==> config.mk <==
export PLATFORM = sky130hd
export DESIGN_NAME = detect_event_fifo_flat
export DESIGN_NICKNAME = d
export VERILOG_FILES = /design/src/rtl/detect_event_fifo_pkg.sv /design/src/rtl/detect_event_fifo_if.sv /design/src/rtl/detect_event_fifo_sync_fifo.sv /design/src/rtl/detect_event_fifo.sv /design/src/flat_wrapper.sv
export SDC_FILE = /design/constraint.sdc
export NUM_CORES = 1
export LEC_CHECK = 0
export ABC_AREA = 1
export BUFFER_PORTS_ARGS = -buffer_cell sky130_fd_sc_hd__buf_2
export CAP_MARGIN = 15
export CELL_PAD_IN_SITES_DETAIL_PLACEMENT = 1
export CELL_PAD_IN_SITES_GLOBAL_PLACEMENT = 2
export CORE_ASPECT_RATIO = 1.5
export CORE_MARGIN = 2
export CORE_UTILIZATION = 41
export CTS_BUF_LIST = sky130_fd_sc_hd__clkbuf_8
export DETAILED_ROUTE_END_ITERATION = 12
export PLACE_DENSITY = 0.95
export SYNTH_ARGS = -nofsm -noshare
export SYNTH_HDL_FRONTEND = slang
export SYNTH_SLANG_ARGS = --single-unit
==> constraint.sdc <==
create_clock -name clk -period 4.7 [get_ports clk]
set_input_delay 0.94 -clock clk [delete_from_list [all_inputs] [get_ports clk]]
set_output_delay 0.94 -clock clk [all_outputs]
set_load 0.01 [all_outputs]
==> src/rtl/detect_event_fifo_pkg.sv <==
// Shared defaults and event record for the detected-event queue.
package detect_pkg;

    localparam int DEF_TS_W  = 16;
    localparam int DEF_DEPTH = 4;
    localparam int DEF_CNT_W = 8;

    // One queued event at the default timestamp width.
    typedef struct packed {
        logic [DEF_TS_W-1:0] ts;
    } det_event_t;

endpackage

==> src/rtl/detect_event_fifo_if.sv <==
// Read-side valid/ready channel carrying the head event timestamp.
interface detect_event_fifo_if
    import detect_pkg::*;
#(
    parameter int TS_W = DEF_TS_W
);
    logic            ev_valid;
    logic [TS_W-1:0] ev_ts;
    logic            ev_ready;

    modport master (output ev_valid, output ev_ts, input ev_ready);
    modport slave  (input ev_valid, input ev_ts, output ev_ready);
endinterface

==> src/rtl/detect_event_fifo_sync_fifo.sv <==
// Generic synchronous first-word-fall-through FIFO. The head entry is read
// straight out of the storage registers, so a write is visible one cycle later.
module sync_fifo
    import detect_pkg::*;
#(
    parameter int W     = DEF_TS_W,
    parameter int DEPTH = DEF_DEPTH,
    parameter int LVL_W = $clog2(DEPTH) + 1
) (
    input  logic             clk,
    input  logic             reset_n,
    input  logic             clear,
    input  logic             push,
    input  logic             pop,
    input  logic [W-1:0]     din,
    output logic [W-1:0]     dout,
    output logic             full,
    output logic             empty,
    output logic [LVL_W-1:0] level
);
    localparam int PTR_W = $clog2(DEPTH);

    logic [W-1:0]     mem [DEPTH];
    logic [PTR_W-1:0] wr_ptr;
    logic [PTR_W-1:0] rd_ptr;
    logic [LVL_W-1:0] cnt;

    // Storage: reset to zero so the head reads 0 out of reset.
    always_ff @(posedge clk or negedge reset_n) begin
        if (!reset_n) begin
            for (int i = 0; i < DEPTH; i++) mem[i] <= '0;
        end else if (!clear && push) begin
            mem[wr_ptr] <= din;
        end
    end

    // Pointers and occupancy; pointers wrap naturally since DEPTH is 2^PTR_W.
    always_ff @(posedge clk or negedge reset_n) begin
        if (!reset_n) begin
            wr_ptr <= '0;
            rd_ptr <= '0;
            cnt    <= '0;
        end else if (clear) begin
            wr_ptr <= '0;
            rd_ptr <= '0;
            cnt    <= '0;
        end else begin
            if (push) wr_ptr <= wr_ptr + 1'b1;
            if (pop)  rd_ptr <= rd_ptr + 1'b1;
            if (push && !pop)      cnt <= cnt + 1'b1;
            else if (pop && !push) cnt <= cnt - 1'b1;
        end
    end

    assign dout  = mem[rd_ptr];
    assign level = cnt;
    assign empty = (cnt == '0);
    assign full  = (cnt == LVL_W'(DEPTH));
endmodule

==> src/rtl/detect_event_fifo.sv <==
// Timestamps each detector strobe and queues it for a downstream reader.
// Keeps a saturating event count and a sticky overflow flag for status.
module detect_event_fifo
    import detect_pkg::*;
#(
    parameter int TS_W  = DEF_TS_W,
    parameter int DEPTH = DEF_DEPTH,
    parameter int CNT_W = DEF_CNT_W
) (
    input  logic                       clk,
    input  logic                       reset_n,
    input  logic                       detected,
    input  logic                       clear,
    detect_event_fifo_if.master        ev,
    output logic [CNT_W-1:0]           ev_count,
    output logic                       overflow,
    output logic [$clog2(DEPTH):0]     level
);
    localparam int LVL_W = $clog2(DEPTH) + 1;

    typedef struct packed {
        logic [TS_W-1:0] ts;
    } ev_rec_t;

    logic [TS_W-1:0] ts;
    ev_rec_t         wr_rec;
    ev_rec_t         head_rec;
    logic            fifo_full;
    logic            fifo_empty;
    logic            push;
    logic            pop;
    logic            drop;

    // A full FIFO still accepts a push when the head leaves in the same cycle.
    always_comb begin
        pop       = ev.ev_ready && !fifo_empty && !clear;
        push      = detected && !clear && (!fifo_full || pop);
        drop      = detected && !clear && fifo_full && !pop;
        wr_rec.ts = ts;
    end

    // Free-running timestamp; the pushed value is the pre-increment count.
    always_ff @(posedge clk or negedge reset_n) begin
        if (!reset_n)   ts <= '0;
        else if (clear) ts <= '0;
        else            ts <= ts + 1'b1;
    end

    // Event counter counts every strobe, dropped ones included, and saturates.
    always_ff @(posedge clk or negedge reset_n) begin
        if (!reset_n)                         ev_count <= '0;
        else if (clear)                       ev_count <= '0;
        else if (detected && ev_count != '1)  ev_count <= ev_count + 1'b1;
    end

    // Sticky loss indicator, only cleared by reset or clear.
    always_ff @(posedge clk or negedge reset_n) begin
        if (!reset_n)   overflow <= 1'b0;
        else if (clear) overflow <= 1'b0;
        else if (drop)  overflow <= 1'b1;
    end

    sync_fifo #(
        .W     ($bits(ev_rec_t)),
        .DEPTH (DEPTH),
        .LVL_W (LVL_W)
    ) u_fifo (
        .clk     (clk),
        .reset_n (reset_n),
        .clear   (clear),
        .push    (push),
        .pop     (pop),
        .din     (wr_rec),
        .dout    (head_rec),
        .full    (fifo_full),
        .empty   (fifo_empty),
        .level   (level)
    );

    assign ev.ev_valid = !fifo_empty;
    assign ev.ev_ts    = head_rec.ts;
endmodule

==> src/flat_wrapper.sv <==
// flat-port wrapper written by rule: the top's interface ports become plain ports
module detect_event_fifo_flat import detect_pkg::*;
#(
    parameter int TS_W  = DEF_TS_W,
    parameter int DEPTH = DEF_DEPTH,
    parameter int CNT_W = DEF_CNT_W
)
  (clk, reset_n, detected, clear, ev_count, overflow, level, ev_ev_valid, ev_ev_ts, ev_ev_ready);
  detect_event_fifo_if #(.TS_W(TS_W)) ev_i ();
  input  logic clk;
  input  logic reset_n;
  input  logic detected;
  input  logic clear;
  output logic [CNT_W-1:0] ev_count;
  output logic overflow;
  output logic [$clog2(DEPTH):0] level;
  output wire logic [$bits(ev_i.ev_valid)-1:0] ev_ev_valid;
  output wire logic [$bits(ev_i.ev_ts)-1:0] ev_ev_ts;
  input wire logic [$bits(ev_i.ev_ready)-1:0] ev_ev_ready;
  assign ev_ev_valid = ev_i.ev_valid;
  assign ev_ev_ts = ev_i.ev_ts;
  assign ev_i.ev_ready = ev_ev_ready;
  detect_event_fifo #(.TS_W(TS_W), .DEPTH(DEPTH), .CNT_W(CNT_W)) u_core (.clk(clk), .reset_n(reset_n), .detected(detected), .clear(clear), .ev(ev_i), .ev_count(ev_count), .overflow(overflow), .level(level));
endmodule
# Word level (Yosys, flattened, before mapping)
# Cells that the tools add are included.
# word_totals
reg_bits	96
input_bits	5
output_inout_bits	29
word_cells	64
# classes
add_sub_neg	6
order_cmp	3
n_eq_ne	2
mux	18
bitwise	2
reduce_logical	23
# ops
op	n
64-bit bitwise mux	1
16-bit 2-to-1 mux	4
16-bit binary-select mux with 2-bit select	1
16-bit demux with 2-bit select	1
16-bit by 1-bit adder with 16-bit output (second input constant)	1
8-bit 2-to-1 mux	2
1-bit logical AND	11
3-bit 2-to-1 mux	3
8-bit by 1-bit adder with 8-bit output (second input constant)	1
2-bit 2-to-1 mux	4
8-bit inequality test (second input constant)	1
2-bit nonzero test	4
3-bit greater-or-equal comparator (second input constant)	2
2-bit NOT with 3-bit output	2
1-bit logical NOT	5
2-bit by 1-bit adder with 2-bit output (second input constant)	2
3-bit by 1-bit adder with 3-bit output (second input constant)	1
3-bit equality test (second input constant)	1
3-bit logical NOT	1
3-bit by 1-bit < comparator with 1-bit output (second input constant)	1
3-bit nonzero test	1
3-bit by 1-bit subtractor with 3-bit output (second input constant)	1
1-bit 2-to-1 mux	2
1-bit logical OR	1

# Longest topological paths before layout
# Gate-level depths: netlist of run 1.
# logic_depth
depth_word	11
depth_mapped	13
depth_no_buf	12

# Modules after synthesis
# From an unflattened synthesis of run 1, not the netlist that was laid out.
# hier_totals
hier_cells	540
area_unflattened_um2	4748.3
# modules_own_cells
module	n_inst	cells_per_inst	area_per_inst_um2	seq_area_each_um2
sync_fifo	1	367	3393.3	1776.7
detect_event_fifo	1	173	1355.0	625.6

# Least setup slack after synthesis of run 1
# No wires, ideal clock.
# synth_timing
path_kind	in2reg
from	input clear
to	register u_core.u_fifo.cnt[2], in the netlist u_core.u_fifo.level[2]
setup_time_ns	0.116
arrival_ns	2.223
slack_ns	2.360
stages	13
n_path_buf	1
path_cell_list	buf_6 inv_8 nand2_4 nand3_4 nand3_1 inv_1 fa_1 xnor2_1 inv_1 nand2_1 nand2_1 nand2_1 nand2_1
# synth_via
elab_chain_len	7
word_cells_on_any_way	12
classes_between	mux: 2; reduce/logical: 10
# synth_lines
element	line	text
from (decl)	flat_wrapper.sv:13	input logic clear;
1-bit logical NOT	detect_event_fifo.sv:36, detect_event_fifo.sv:37	
1-bit logical AND	detect_event_fifo.sv:36	pop = ev.ev_ready && !fifo_empty && !clear;
1-bit logical OR	detect_event_fifo.sv:37	push = detected && !clear && (!fifo_full || pop);
1-bit logical AND	detect_event_fifo.sv:37	
1-bit logical AND / 1-bit logical NOT (equally long branches)	detect_event_fifo_sync_fifo.sv:50, detect_event_fifo_sync_fifo.sv:51	
3-bit 2-to-1 mux / 1-bit logical AND (equally long branches)	detect_event_fifo_sync_fifo.sv:50, detect_event_fifo_sync_fifo.sv:51	
3-bit 2-to-1 mux / 3-bit nonzero test (equally long branches)	-	
to (signal assigned)	detect_event_fifo_sync_fifo.sv:50	if (push && !pop) cnt <= cnt + 1'b1;
to (signal assigned)	detect_event_fifo_sync_fifo.sv:51	else if (pop && !push) cnt <= cnt - 1'b1;
to (decl)	detect_event_fifo_sync_fifo.sv:26	logic [LVL_W-1:0] cnt;
# Several ways; a longest one is shown, not always the timed one.
# A chain may end at the register's enable or synchronous reset.

# Final worst setup path of run 1
# layout_timing
from	register u_core.u_fifo.rd_ptr[1]
to	output ev_ev_ts[15]
# layout_via
elab_chain_len	4
# layout_lines
element	line	text
from (decl)	detect_event_fifo_sync_fifo.sv:25	logic [PTR_W-1:0] rd_ptr;
from (signal assigned)	detect_event_fifo_sync_fifo.sv:49	if (pop) rd_ptr <= rd_ptr + 1'b1;
2-bit NOT with 3-bit output (not written as such)	detect_event_fifo_sync_fifo.sv:55	assign dout = mem[rd_ptr];
16-bit binary-select mux with 2-bit select	detect_event_fifo_sync_fifo.sv:55	
16-bit 2-to-1 mux (not written as such) (2 in series)	detect_event_fifo_sync_fifo.sv:55	
to (decl)	flat_wrapper.sv:18	output wire logic [$bits(ev_i.ev_ts)-1:0] ev_ev_ts;
# No other way between the ends. The select of a mux whose other input is x is not followed.

==> results of run 1 <==
worst max-delay path, cell delays in order (launching register included):
cell and delay, ns:
dfrtp_1 0.64, inv_1 0.53, o21ai_0 0.19, o22ai_1 0.21
buf_2 0.17
placed cells by master, fill, tap and decap left out, drive strengths merged, types with 8 or more instances in the layout:
master and n:
nor2 67, o21ai 107, nand2 131, nand3 20
dfrtp 96, o22ai 16, a21oi 8, clkbuf 9
inv 42, buf 35
metrics by stage:
step	utilization	cells	area [µm²]	power [mW]	worst slack [ns]
after floorplan	-	537	4640	1.30	2.36
after detailed placement	0.435	694	4810	1.48	1.83
after global routing	0.454	710	5020	2.16	1.49
after CTS	0.454	710	5020	2.07	1.60
after global placement	0.435	694	4810	1.45	1.97
final	0.454	710	5020	2.04	1.66
layout make-up:
class	instances	area, µm²
timing repair buffer	35	183
sequential	96	2400
inverter	38	158
tap	147	184
multi-input combinational	378	1880
fill	1394	6030
clock buffer	9	124
clock inverter	7	88.8
worst min path at each step:
stage,start,endpoint,cells past startpoint,slack (ns)
finish,u_core.u_fifo.mem[22],u_core.u_fifo.mem[22],2,0.49
global placement,u_core.u_fifo.mem[38],u_core.u_fifo.mem[38],2,0.46
floorplan,u_core.ts[0],u_core.ts[0],1,0.45
detailed placement,u_core.u_fifo.mem[40],u_core.u_fifo.mem[40],2,0.47
CTS,u_core.u_fifo.mem[40],u_core.u_fifo.mem[40],2,0.50
global route,u_core.u_fifo.mem[30],u_core.u_fifo.mem[30],2,0.51
power by group through the flow:
stage               registers, mW  clock network [mW]  logic [mW]
floorplan                   0.941                   0       0.360
global placement            0.945                   0       0.506
detailed placement          0.950                   0       0.527
CTS                         0.934               0.608       0.530
global route                0.942               0.639       0.582
finish                      0.934               0.588       0.519
cell usage after synthesis:
cell type / count / area, µm²
a21oi_1: 8 / 40.0
buf_1: 1 / 3.75
buf_2: 2 / 10.0
buf_6: 13 / 146
clkbuf_1: 9 / 33.8
dfrtp_1: 96 / 2400
fa_1: 1 / 20.0
ha_1: 6 / 75.1
inv_1: 36 / 135
inv_8: 2 / 22.5
nand2_1: 124 / 465
nand2_2: 1 / 6.26
nand2_4: 6 / 67.6
nand3_1: 19 / 95.1
nand3_4: 1 / 17.5
nand3b_1: 1 / 7.51
nand4_1: 6 / 37.5
nor2_1: 62 / 233
nor2_2: 1 / 6.26
nor2_4: 4 / 45.0
nor3_1: 6 / 30.0
nor3_2: 1 / 10.0
o21ai_0: 43 / 215
o21ai_1: 57 / 285
o21ai_2: 7 / 61.3
o22ai_1: 16 / 100
or2_2: 2 / 12.5
xnor2_1: 1 / 8.76
xor2_1: 5 / 43.8
cell families after synthesis:
family,Yosys count,share of synthesized area
DFF,96,0.518
xor gates and xnor gates,6,0.0113
adders and majority gates,7,0.0205
AOI/OAI and AO/OA,131,0.151
and+or+nand+nor,234,0.223
buffers and inverters,63,0.0758
state kept, by name (all words and copies together) (netlist names):
register,count
u_core.u_fifo.mem,64
u_core.ts,16
u_core.ev_count,8
u_core.u_fifo.level,3
u_core.u_fifo.rd_ptr,2
u_core.u_fifo.wr_ptr,2
u_core.overflow,1
layer usage:
| layer | GRT usage | wire [µm] |
|---|---|---|
| met2 | 0.364 | 6040 |
| met3 | 0.0371 | 286 |
| met4 | 0.0598 | 167 |
| met5 | 0 | 0 |
| met1 | 0.243 | 4950 |
==> results.ini, run 1 <==
[status]
status = finished, final reports clean

[yosys]
netlist_area_um2 = 4640
avgSynthCellArea_um2 = 8.63
synthDistinctLibCells = 29
ys_ff_latch = 96
syn_inst = 537
synth.net_count = 549
synth_warnings = 0
ys_seq_area_frac = 0.518

[detailed_routing]
wl_per_cell_um = 16.1
route.detailed.drc = 0
ant_nets = 0
vias = 3699
routed_wl_um = 11400
drt-pass1-iter-count = 4
viasPerCell = 5.21
first_iter_violations = 162

[timing]
setup_violations = 0
fin_hold_ws_ns = 0.494
slew_headroom = 0.327
rsz0062_at_grt = false
fin_crit_sh = 0.647
drv_slew = 0
final-hold-violation-count = 0
timing.fmax_mhz = 329
worst_pin_slew_ns = 1.01
finClkSkew_ns = 0.0137
post-route-min-period_ns = 3.04
fin_setup_tns_ns = 0

[setup_path]
r2r-end = u_core.u_fifo.level[2]
path_max_fanout = 19
r2r_cells = 12
path_class = register to output port
crit_path_end = ev_ev_ts[15]
start_kind = register
r2r_setup_slack_ns = 2.65
cp_data_required_time_ns = 3.76
r2r-start = u_core.u_fifo.level[2]
crit_arrival_ns = 2.10
crit_path_start = u_core.u_fifo.rd_ptr[1]
cp-end-kind = output port

[global_route]
grt_max_degree = 68
grt_pass1_vias = 3920
antenna_found_initial = 0
grt-ovfl-total = 0
grt_pass1_wl_um = 19500
gr-usage-all-layers = 0.201

[place]
portBuffers = 33
dp_hpwl_um = 7710
place_congestion = 0.891

[hold_path]
holdCritPathClass = register to register

[clock_network]
cts_resized = 0
cts.reportedPaths.clkPinSlew_ns = 0.09
post_cts_buffers = 0
cts_tree = built
clockRootBuffer = clkbuf_8
htreeDepth = 3
clock_latency_ns = 0.37
cts_made_buffers = 9
cts_sinks = 96
clock_path_buffers = 2
cts.hold.buffers_added = 0

[power_and_ir_drop]
p_switching_mw = 0.681
ir_drop_mv = 0.214
internal_power_mw = 1.36
netSwitchingFraction = 0.333
cellPowerDensity_nw_per_um2 = 406
comb_power_share = 0.254
p_seq_frac = 0.458
p_clk_frac = 0.288
power_leakage_nw = 2.36

[floorplan]
die_h_um = 134
start_util = 0.419
rows = 47
die_x_um = 90.8
coreArea_um2 = 11100
io_pins = 34
dieArea_um2 = 12200

[final_layout]
diodes = 0
area_growth_pct = 8.31
fin_nets = 570
drive_above_1_share = 0.130

[run]
maxCapViolCount = 0

(Power assumes the default switching activity.)
==> run 2, diff against run 1 <==
--- a/config.mk
+++ b/config.mk
@@ -5,17 +5,17 @@
 export SDC_FILE = /design/constraint.sdc
 export NUM_CORES = 1
 export LEC_CHECK = 0
-export ABC_AREA = 1
+export ABC_AREA = 0
 export BUFFER_PORTS_ARGS = -buffer_cell sky130_fd_sc_hd__buf_2
 export CAP_MARGIN = 15
 export CELL_PAD_IN_SITES_DETAIL_PLACEMENT = 1
 export CELL_PAD_IN_SITES_GLOBAL_PLACEMENT = 2
 export CORE_ASPECT_RATIO = 1.5
 export CORE_MARGIN = 2
-export CORE_UTILIZATION = 41
+export CORE_UTILIZATION = 45
 export CTS_BUF_LIST = sky130_fd_sc_hd__clkbuf_8
 export DETAILED_ROUTE_END_ITERATION = 12
-export PLACE_DENSITY = 0.95
+export PLACE_DENSITY = 0.94
 export SYNTH_ARGS = -nofsm -noshare
 export SYNTH_HDL_FRONTEND = slang
 export SYNTH_SLANG_ARGS = --single-unit
==> constraint.sdc (replaced) <==
create_clock -name clk -period 3 [get_ports clk]
set_input_delay 0.6 -clock clk [delete_from_list [all_inputs] [get_ports clk]]
set_output_delay 0.6 -clock clk [all_outputs]
set_load 0.01 [all_outputs]
==> run 2 against run 1 <==
  * Clock skew increased by 0.00084 ns
  * Worst hold slack got worse by 0.27 ns
  * Worst setup slack got worse by 1.1 ns
  * Area after synthesis increased by 0.89%
  * First-iteration DRC count decreased by 25%
  * Largest power group unchanged
==> results.ini, run 2 <==
[clock_network]
cts.hold.buffers_added = 0  ; unchanged
cts_made_buffers = 9  ; unchanged
clock_path_buffers = 2  ; unchanged
post_cts_buffers = 0  ; unchanged
cts_tree = built  ; unchanged
clockRootBuffer = clkbuf_8  ; unchanged
cts_sinks = 96  ; unchanged
clock_latency_ns = 0.38  ; was 0.37 ns
cts_resized = 0  ; unchanged
htreeDepth = 3  ; unchanged
cts.reportedPaths.clkPinSlew_ns = 0.10  ; was 0.09 ns

[yosys]
ys_seq_area_frac = 0.514  ; was 0.518
ys_ff_latch = 96  ; unchanged
synth_warnings = 0  ; unchanged
yosys.area.top_type = dfrtp_1  ; unchanged
synthDistinctLibCells = 48  ; was 29
synth_top_area_share = 0.514  ; was 0.518
synthTopCellsByArea = dfrtp_1 (51%), mux2_4 (9.6%), mux4_2 (7.7%)  ; was dfrtp_1 (52%), nand2_1 (10%), o21ai_1 (6.2%)
synth_edf_count = 0  ; unchanged
netlist_area_um2 = 4680  ; was 4640 µm²
ys.flop_type = dfrtp_1  ; unchanged
netlist_top_cells_count = dfrtp_1 (96), mux2_2 (31), mux2_4 (30)  ; was nand2_1 (124), dfrtp_1 (96), nor2_1 (62)
synth.net_count = 349  ; was 549
synth-async-reset-ratio = 1.00  ; unchanged
avgSynthCellArea_um2 = 13.9  ; was 8.63 µm²
yosysMostFrequentCell = dfrtp_1  ; was nand2_1
syn_inst = 337  ; was 537

[setup_path]
cp-end-kind = output port  ; unchanged
cp_data_required_time_ns = 2.40  ; was 3.76 ns
r2r-end = u_core.u_fifo.level[2]  ; unchanged
r2r_setup_slack_ns = 0.69  ; was 2.65 ns
path_max_fanout = 16  ; was 19
crit_arrival_ns = 1.87  ; was 2.10 ns
r2r_cells = 6  ; was 12
r2r-start = u_core.u_fifo.level[1]  ; was u_core.u_fifo.level[2]
path_class = register to output port  ; unchanged
start_kind = register  ; unchanged

[timing]
setup_ws_ns = 0.527  ; was 1.66 ns
final-hold-violation-count = 0  ; unchanged
fin_setup_tns_ns = 0  ; unchanged
finClkSkew_ns = 0.0145  ; was 0.0137 ns
post-route-min-period_ns = 2.47
setup_violations = 0  ; unchanged
worst_pin_slew_ns = 0.631  ; was 1.01 ns
timing.fmax_mhz = 404
fin_crit_sh = 0.824
slew_headroom = 0.579  ; was 0.327
rsz0062_at_grt = false  ; unchanged
drv_slew = 0  ; unchanged

[floorplan]
start_util = 0.462  ; was 0.419
die_h_um = 129  ; was 134 µm
die_x_um = 87.3  ; was 90.8 µm
io_pins = 34  ; unchanged
rows = 45  ; was 47
dieArea_um2 = 11200  ; was 12,200 µm²
coreArea_um2 = 10100  ; was 11,100 µm²

[final_layout]
final_cell_mix = dfrtp_1 (96), buf_2 (32), mux2_2 (31), mux2_4 (30), nor2_1 (24)  ; was nand2_1 (124), dfrtp_1 (96), nor2_1 (62), o21ai_1 (57), o21ai_0 (43)
drive_above_1_share = 0.379  ; was 0.130
top_regs = u_core.u_fifo.mem (64), u_core.ts (16), u_core.ev_count (8)  ; unchanged
fin_nets = 379  ; was 570
final_common_cell = dfrtp_1  ; was nand2_1
largest-register = u_core.u_fifo.mem  ; unchanged
finalNonFillerCells = 489  ; was 710
area_growth_pct = 9.07  ; was 8.31%
largest_reg_flops = 64  ; unchanged
diodes = 0  ; unchanged

[power_and_ir_drop]
cellPowerDensity_nw_per_um2 = 541  ; was 406 nW/µm²
power_leakage_nw = 2.51  ; was 2.36 nW
ir_drop_mv = 0.244  ; was 0.214 mV

[place]
dp_hpwl_um = 6030  ; was 7710 µm
place_congestion = 0.725  ; was 0.891
placed_cells = 473  ; was 694
portBuffers = 33  ; unchanged
pre_cts_ws_ns = 0.566  ; was 1.83 ns

[global_route]
grt-ovfl-total = 0  ; unchanged
met1_usage = 0.221  ; was 0.243
gr-usage-all-layers = 0.186  ; was 0.201
grt_util_met3 = 0.0282  ; was 0.0371
busiest_layer = met2  ; unchanged
use_met2 = 0.327  ; was 0.364
grt_max_degree = 50  ; was 68
antenna_found_initial = 0  ; unchanged
grt_pass1_vias = 3156  ; was 3,920
grt_pass1_wl_um = 16000  ; was 19,500 µm

[detailed_routing]
ant_nets = 0  ; unchanged
wl_per_cell_um = 19.4  ; was 16.1 µm
viasPerCell = 5.75  ; was 5.21
drt-pass1-iter-count = 4  ; unchanged
routed_wl_um = 9480  ; was 11,400 µm
route.detailed.drc = 0  ; unchanged
first_iter_violations = 121  ; was 162
vias = 2813  ; was 3,699

[status]
status = finished, final reports clean  ; unchanged

[hold_path]
holdCritPathClass = input port to async pin  ; was register to register

[run]
maxCapViolCount = 0  ; unchanged

run 2: metal layers:
layer | wire length (µm) | up-vias | share of wire
li1 | - | 1258 | -
met1 | 3880 | 1505 | 0.41
met2 | 5220 | 37 | 0.55
met3 | 200 | 13 | 0.021
met4 | 188 | 0 | 0.020
met5 | 0 | - | 0
run 2: critical path: stages (launching register included):
cell,delay (ns)
dfrtp_1,0.41
buf_4,0.36
mux4_2,0.56
buf_2,0.16
run 2: power by group:
part           internal [mW]  switching [mW]
Clock                  0.411           0.474
Combinational          0.208           0.224
Sequential              1.37          0.0735
run 2: cell type report:
cell class	count	area, µm²
sequential	96	2400
fill	1050	5030
tap	117	146
multi-input combinational	211	2090
timing repair buffer	38	218
clock buffer	10	138
inverter	11	41.3
clock inverter	6	66.3
run 2: cells by family after synthesis:
kind of cell	count (synthesis)	synth area share
simple gates	75	0.0952
mux	81	0.257
fa+ha+maj	7	0.0203
flops	96	0.514
compound gates	30	0.0404
xor+xnor	18	0.0337
buf+inv	30	0.0396
run 2: worst max-delay path by stage:
stage                             endpoint  cells after the start                    start
floorplan           u_core.u_fifo.level[2]                      7   u_core.u_fifo.level[1]
global placement    u_core.u_fifo.level[2]                      7                 detected
detailed placement  u_core.u_fifo.level[2]                      7                 detected
CTS                            ev_ev_ts[3]                      3  u_core.u_fifo.rd_ptr[0]
global route                   ev_ev_ts[1]                      3  u_core.u_fifo.rd_ptr[0]
finish                         ev_ev_ts[1]                      3  u_core.u_fifo.rd_ptr[0]
run 2: through the flow:
step / area (µm²) / util / power (mW) / hold WS, ns
after floorplan: 4680 / - / 1.78 / 0.304
after global placement: 4900 / 0.483 / 1.88 / 0.469
after detailed placement: 4900 / 0.483 / 1.91 / 0.489
after CTS: 5100 / 0.503 / 2.80 / 0.227
after global routing: 5100 / 0.503 / 2.89 / 0.259
final: 5100 / 0.503 / 2.76 / 0.221
==> run 3, diff against run 2 <==
--- a/config.mk
+++ b/config.mk
@@ -5,17 +5,17 @@
 export SDC_FILE = /design/constraint.sdc
 export NUM_CORES = 1
 export LEC_CHECK = 0
-export ABC_AREA = 0
+export ABC_AREA = 1
 export BUFFER_PORTS_ARGS = -buffer_cell sky130_fd_sc_hd__buf_2
 export CAP_MARGIN = 15
 export CELL_PAD_IN_SITES_DETAIL_PLACEMENT = 1
 export CELL_PAD_IN_SITES_GLOBAL_PLACEMENT = 2
 export CORE_ASPECT_RATIO = 1.5
 export CORE_MARGIN = 2
-export CORE_UTILIZATION = 45
+export CORE_UTILIZATION = 38
 export CTS_BUF_LIST = sky130_fd_sc_hd__clkbuf_8
 export DETAILED_ROUTE_END_ITERATION = 12
-export PLACE_DENSITY = 0.94
+export PLACE_DENSITY = 0.92
 export SYNTH_ARGS = -nofsm -noshare
 export SYNTH_HDL_FRONTEND = slang
 export SYNTH_SLANG_ARGS = --single-unit
==> constraint.sdc (replaced) <==
create_clock -name clk -period 2.3 [get_ports clk]
set_input_delay 0.46 -clock clk [delete_from_list [all_inputs] [get_ports clk]]
set_output_delay 0.46 -clock clk [all_outputs]
set_load 0.01 [all_outputs]
==> run 3 against run 2 <==
  * Die area is 17% higher
  * Global-route usage is 0.22 points higher
  * Sequential share of layout area is 0.18 points lower
  * Worst hold slack worse by 0.16 ns
  * Clock power is 50% higher
  * Via count is 33% higher
  * Routed wire length is 23% higher
  * Register-to-register slack worse by 0.32 ns
  * Worst setup slack worse by 0.36 ns
  * Power is 57% higher
  * Combinational power grew to 2.5 times the previous value
  * Largest cell class unchanged
==> results.ini, run 3 (same netlist as run 1, synthesis figures left out) <==
[clock_network]
cts_sinks = 96  ; unchanged
cts.reportedPaths.clkPinSlew_ns = 0.10  ; about the same
cts.hold.buffers_added = 0  ; unchanged
clockRootBuffer = clkbuf_8  ; unchanged
clock_latency_ns = 0.37  ; was 0.38 ns
cts_tree = built  ; unchanged
cts_resized = 0  ; unchanged
clock_path_buffers = 2  ; unchanged
cts_made_buffers = 9  ; unchanged
htreeDepth = 3  ; unchanged
post_cts_buffers = 0  ; unchanged

[global_route]
grt-ovfl-total = 0  ; unchanged
antenna_found_initial = 0  ; unchanged
grt_pass1_vias = 3893  ; was 3,156
grt_pass1_wl_um = 19300  ; was 16,000 µm
gr-usage-all-layers = 0.188  ; was 0.186
grt_max_degree = 40  ; was 50

[setup_path]
cp_data_required_time_ns = 1.84  ; was 2.40 ns
start_kind = register  ; unchanged
crit_arrival_ns = 1.68  ; was 1.87 ns
cp-end-kind = output port  ; unchanged
path_max_fanout = 32  ; was 16
path_class = register to output port  ; unchanged

[run]
maxCapViolCount = 0  ; unchanged

[hold_path]
holdCritPathClass = input port to async pin  ; unchanged

[timing]
slew_headroom = 0.648  ; was 0.579
timing.fmax_mhz = 468
post-route-min-period_ns = 2.14
finClkSkew_ns = 0.0144  ; was 0.0145 ns
rsz0062_at_grt = false  ; unchanged
worst_pin_slew_ns = 0.528  ; was 0.631 ns
setup_ws_ns = 0.163  ; was 0.527 ns
final-hold-violation-count = 0  ; unchanged
setup_violations = 0  ; unchanged
fin_setup_tns_ns = 0  ; unchanged
drv_slew = 0  ; unchanged
fin_crit_sh = 0.929

[final_layout]
largest_reg_flops = 64  ; unchanged
fin_nets = 577  ; was 379
utilization = 0.428  ; was 0.503
diodes = 0  ; unchanged
top_regs = u_core.u_fifo.mem (64), u_core.ts (16), u_core.ev_count (8)  ; unchanged
n_fill_cell = 1491  ; was 1,050
largest-register = u_core.u_fifo.mem  ; unchanged
final_common_cell = nand2_1  ; was dfrtp_1
final_cell_mix = nand2_1 (124), dfrtp_1 (96), nor2_1 (62), o21ai_1 (57), o21ai_0 (43)  ; was dfrtp_1 (96), buf_2 (32), mux2_2 (31), mux2_4 (30), nor2_1 (24)
drive_above_1_share = 0.144  ; was 0.379
finish.instance_area_um2 = 5120  ; was 5100 µm²
area_growth_pct = 10.5  ; was 9.07%

[place]
pre_cts_ws_ns = 0.210  ; was 0.566 ns
dpl-instance-area_um2 = 4880  ; was 4900 µm²
portBuffers = 33  ; unchanged
place_congestion = 0.821  ; was 0.725
dp_hpwl_um = 7870  ; was 6030 µm

[floorplan]
coreArea_um2 = 12000  ; was 10,100 µm²
die_h_um = 139  ; was 129 µm
dieArea_um2 = 13100  ; was 11,200 µm²
rows = 49  ; was 45
die_x_um = 94.2  ; was 87.3 µm
start_util = 0.388  ; was 0.462
io_pins = 34  ; unchanged

[detailed_routing]
wl_per_cell_um = 16.2  ; was 19.4 µm
drt-pass1-iter-count = 4  ; unchanged
viasPerCell = 5.20  ; was 5.75
first_iter_violations = 162  ; was 121
routed_wl_um = 11700  ; was 9480 µm
vias = 3754  ; was 2,813
ant_nets = 0  ; unchanged
route.detailed.drc = 0  ; unchanged

[status]
status = finished, final reports clean  ; unchanged

[power_and_ir_drop]
power_leakage_nw = 2.40  ; was 2.51 nW
ir_drop_mv = 0.433  ; was 0.244 mV
cellPowerDensity_nw_per_um2 = 845  ; was 541 nW/µm²
report.power.total_mw = 4.33  ; was 2.76 mW

-- run 3: cell count changes in the layout (fill, tap and decap cells not counted), sizes merged, moves of 16 or more --
cell	delta
inv	+28
o21ai	+99
nand2	+120
o22ai	+16
mux2	-64
mux4	-16
nor2	+42
-- run 3: critical path: stages, from the launching register on --
cell     delay (ns)
dfrtp_1        0.39
inv_1          0.08
buf_4          0.34
nor2_1         0.11
o22ai_1        0.22
buf_2          0.17
-- run 3: through the flow --
step                hold WS (ns)  cells
global route              0.0754    722
CTS                       0.0697    722
global placement           0.459    707
detailed placement         0.472    707
finish                    0.0591    722
floorplan                  0.164    537
-- run 3: layout make-up --
class / count / area [µm²] / share of cell area
well taps: 153 / 191 / 0.0374
clock buffers: 9 / 124 / 0.0242
inverters: 38 / 158 / 0.0308
flip-flops and latches: 96 / 2400 / 0.469
clock inverters: 6 / 116 / 0.0227
repair buffers: 42 / 248 / 0.0484
multi-input cells: 378 / 1880 / 0.368
-- run 3: worst paths after layout --
check | from | end | slack [ns] | cells past startpoint
setup / recovery | u_core.u_fifo.rd_ptr[0] | ev_ev_ts[13] | 0.16 | 5
hold / removal | reset_n | u_core.ts[2] | 0.06 | 1
setup reg to reg | u_core.u_fifo.level[1] | u_core.u_fifo.level[2] | 0.37 | 11
hold reg to reg | u_core.u_fifo.mem[38] | u_core.u_fifo.mem[38] | 0.49 | 2
max in group asynchronous | reset_n | u_core.ts[8] | 1.61 | 2
min in group clk | clear | u_core.overflow | 0.42 | 2
-- run 3: where the power goes --
group	switching, mW	internal [mW]	total, mW
Clock	0.608	0.726	1.33
Combinational	0.714	0.383	1.10
Sequential	0.0938	1.80	1.90
-- run 3: layer usage --
metal | global-route usage | vias to the layer above | wire, µm | part of all wire
li1 | - | 1822 | - | -
met1 | 0.221 | 1889 | 4920 | 0.42
met2 | 0.350 | 34 | 6410 | 0.55
met3 | 0.0260 | 9 | 250 | 0.021
met4 | 0.0557 | 0 | 133 | 0.011
met5 | 0 | - | 0 | 0
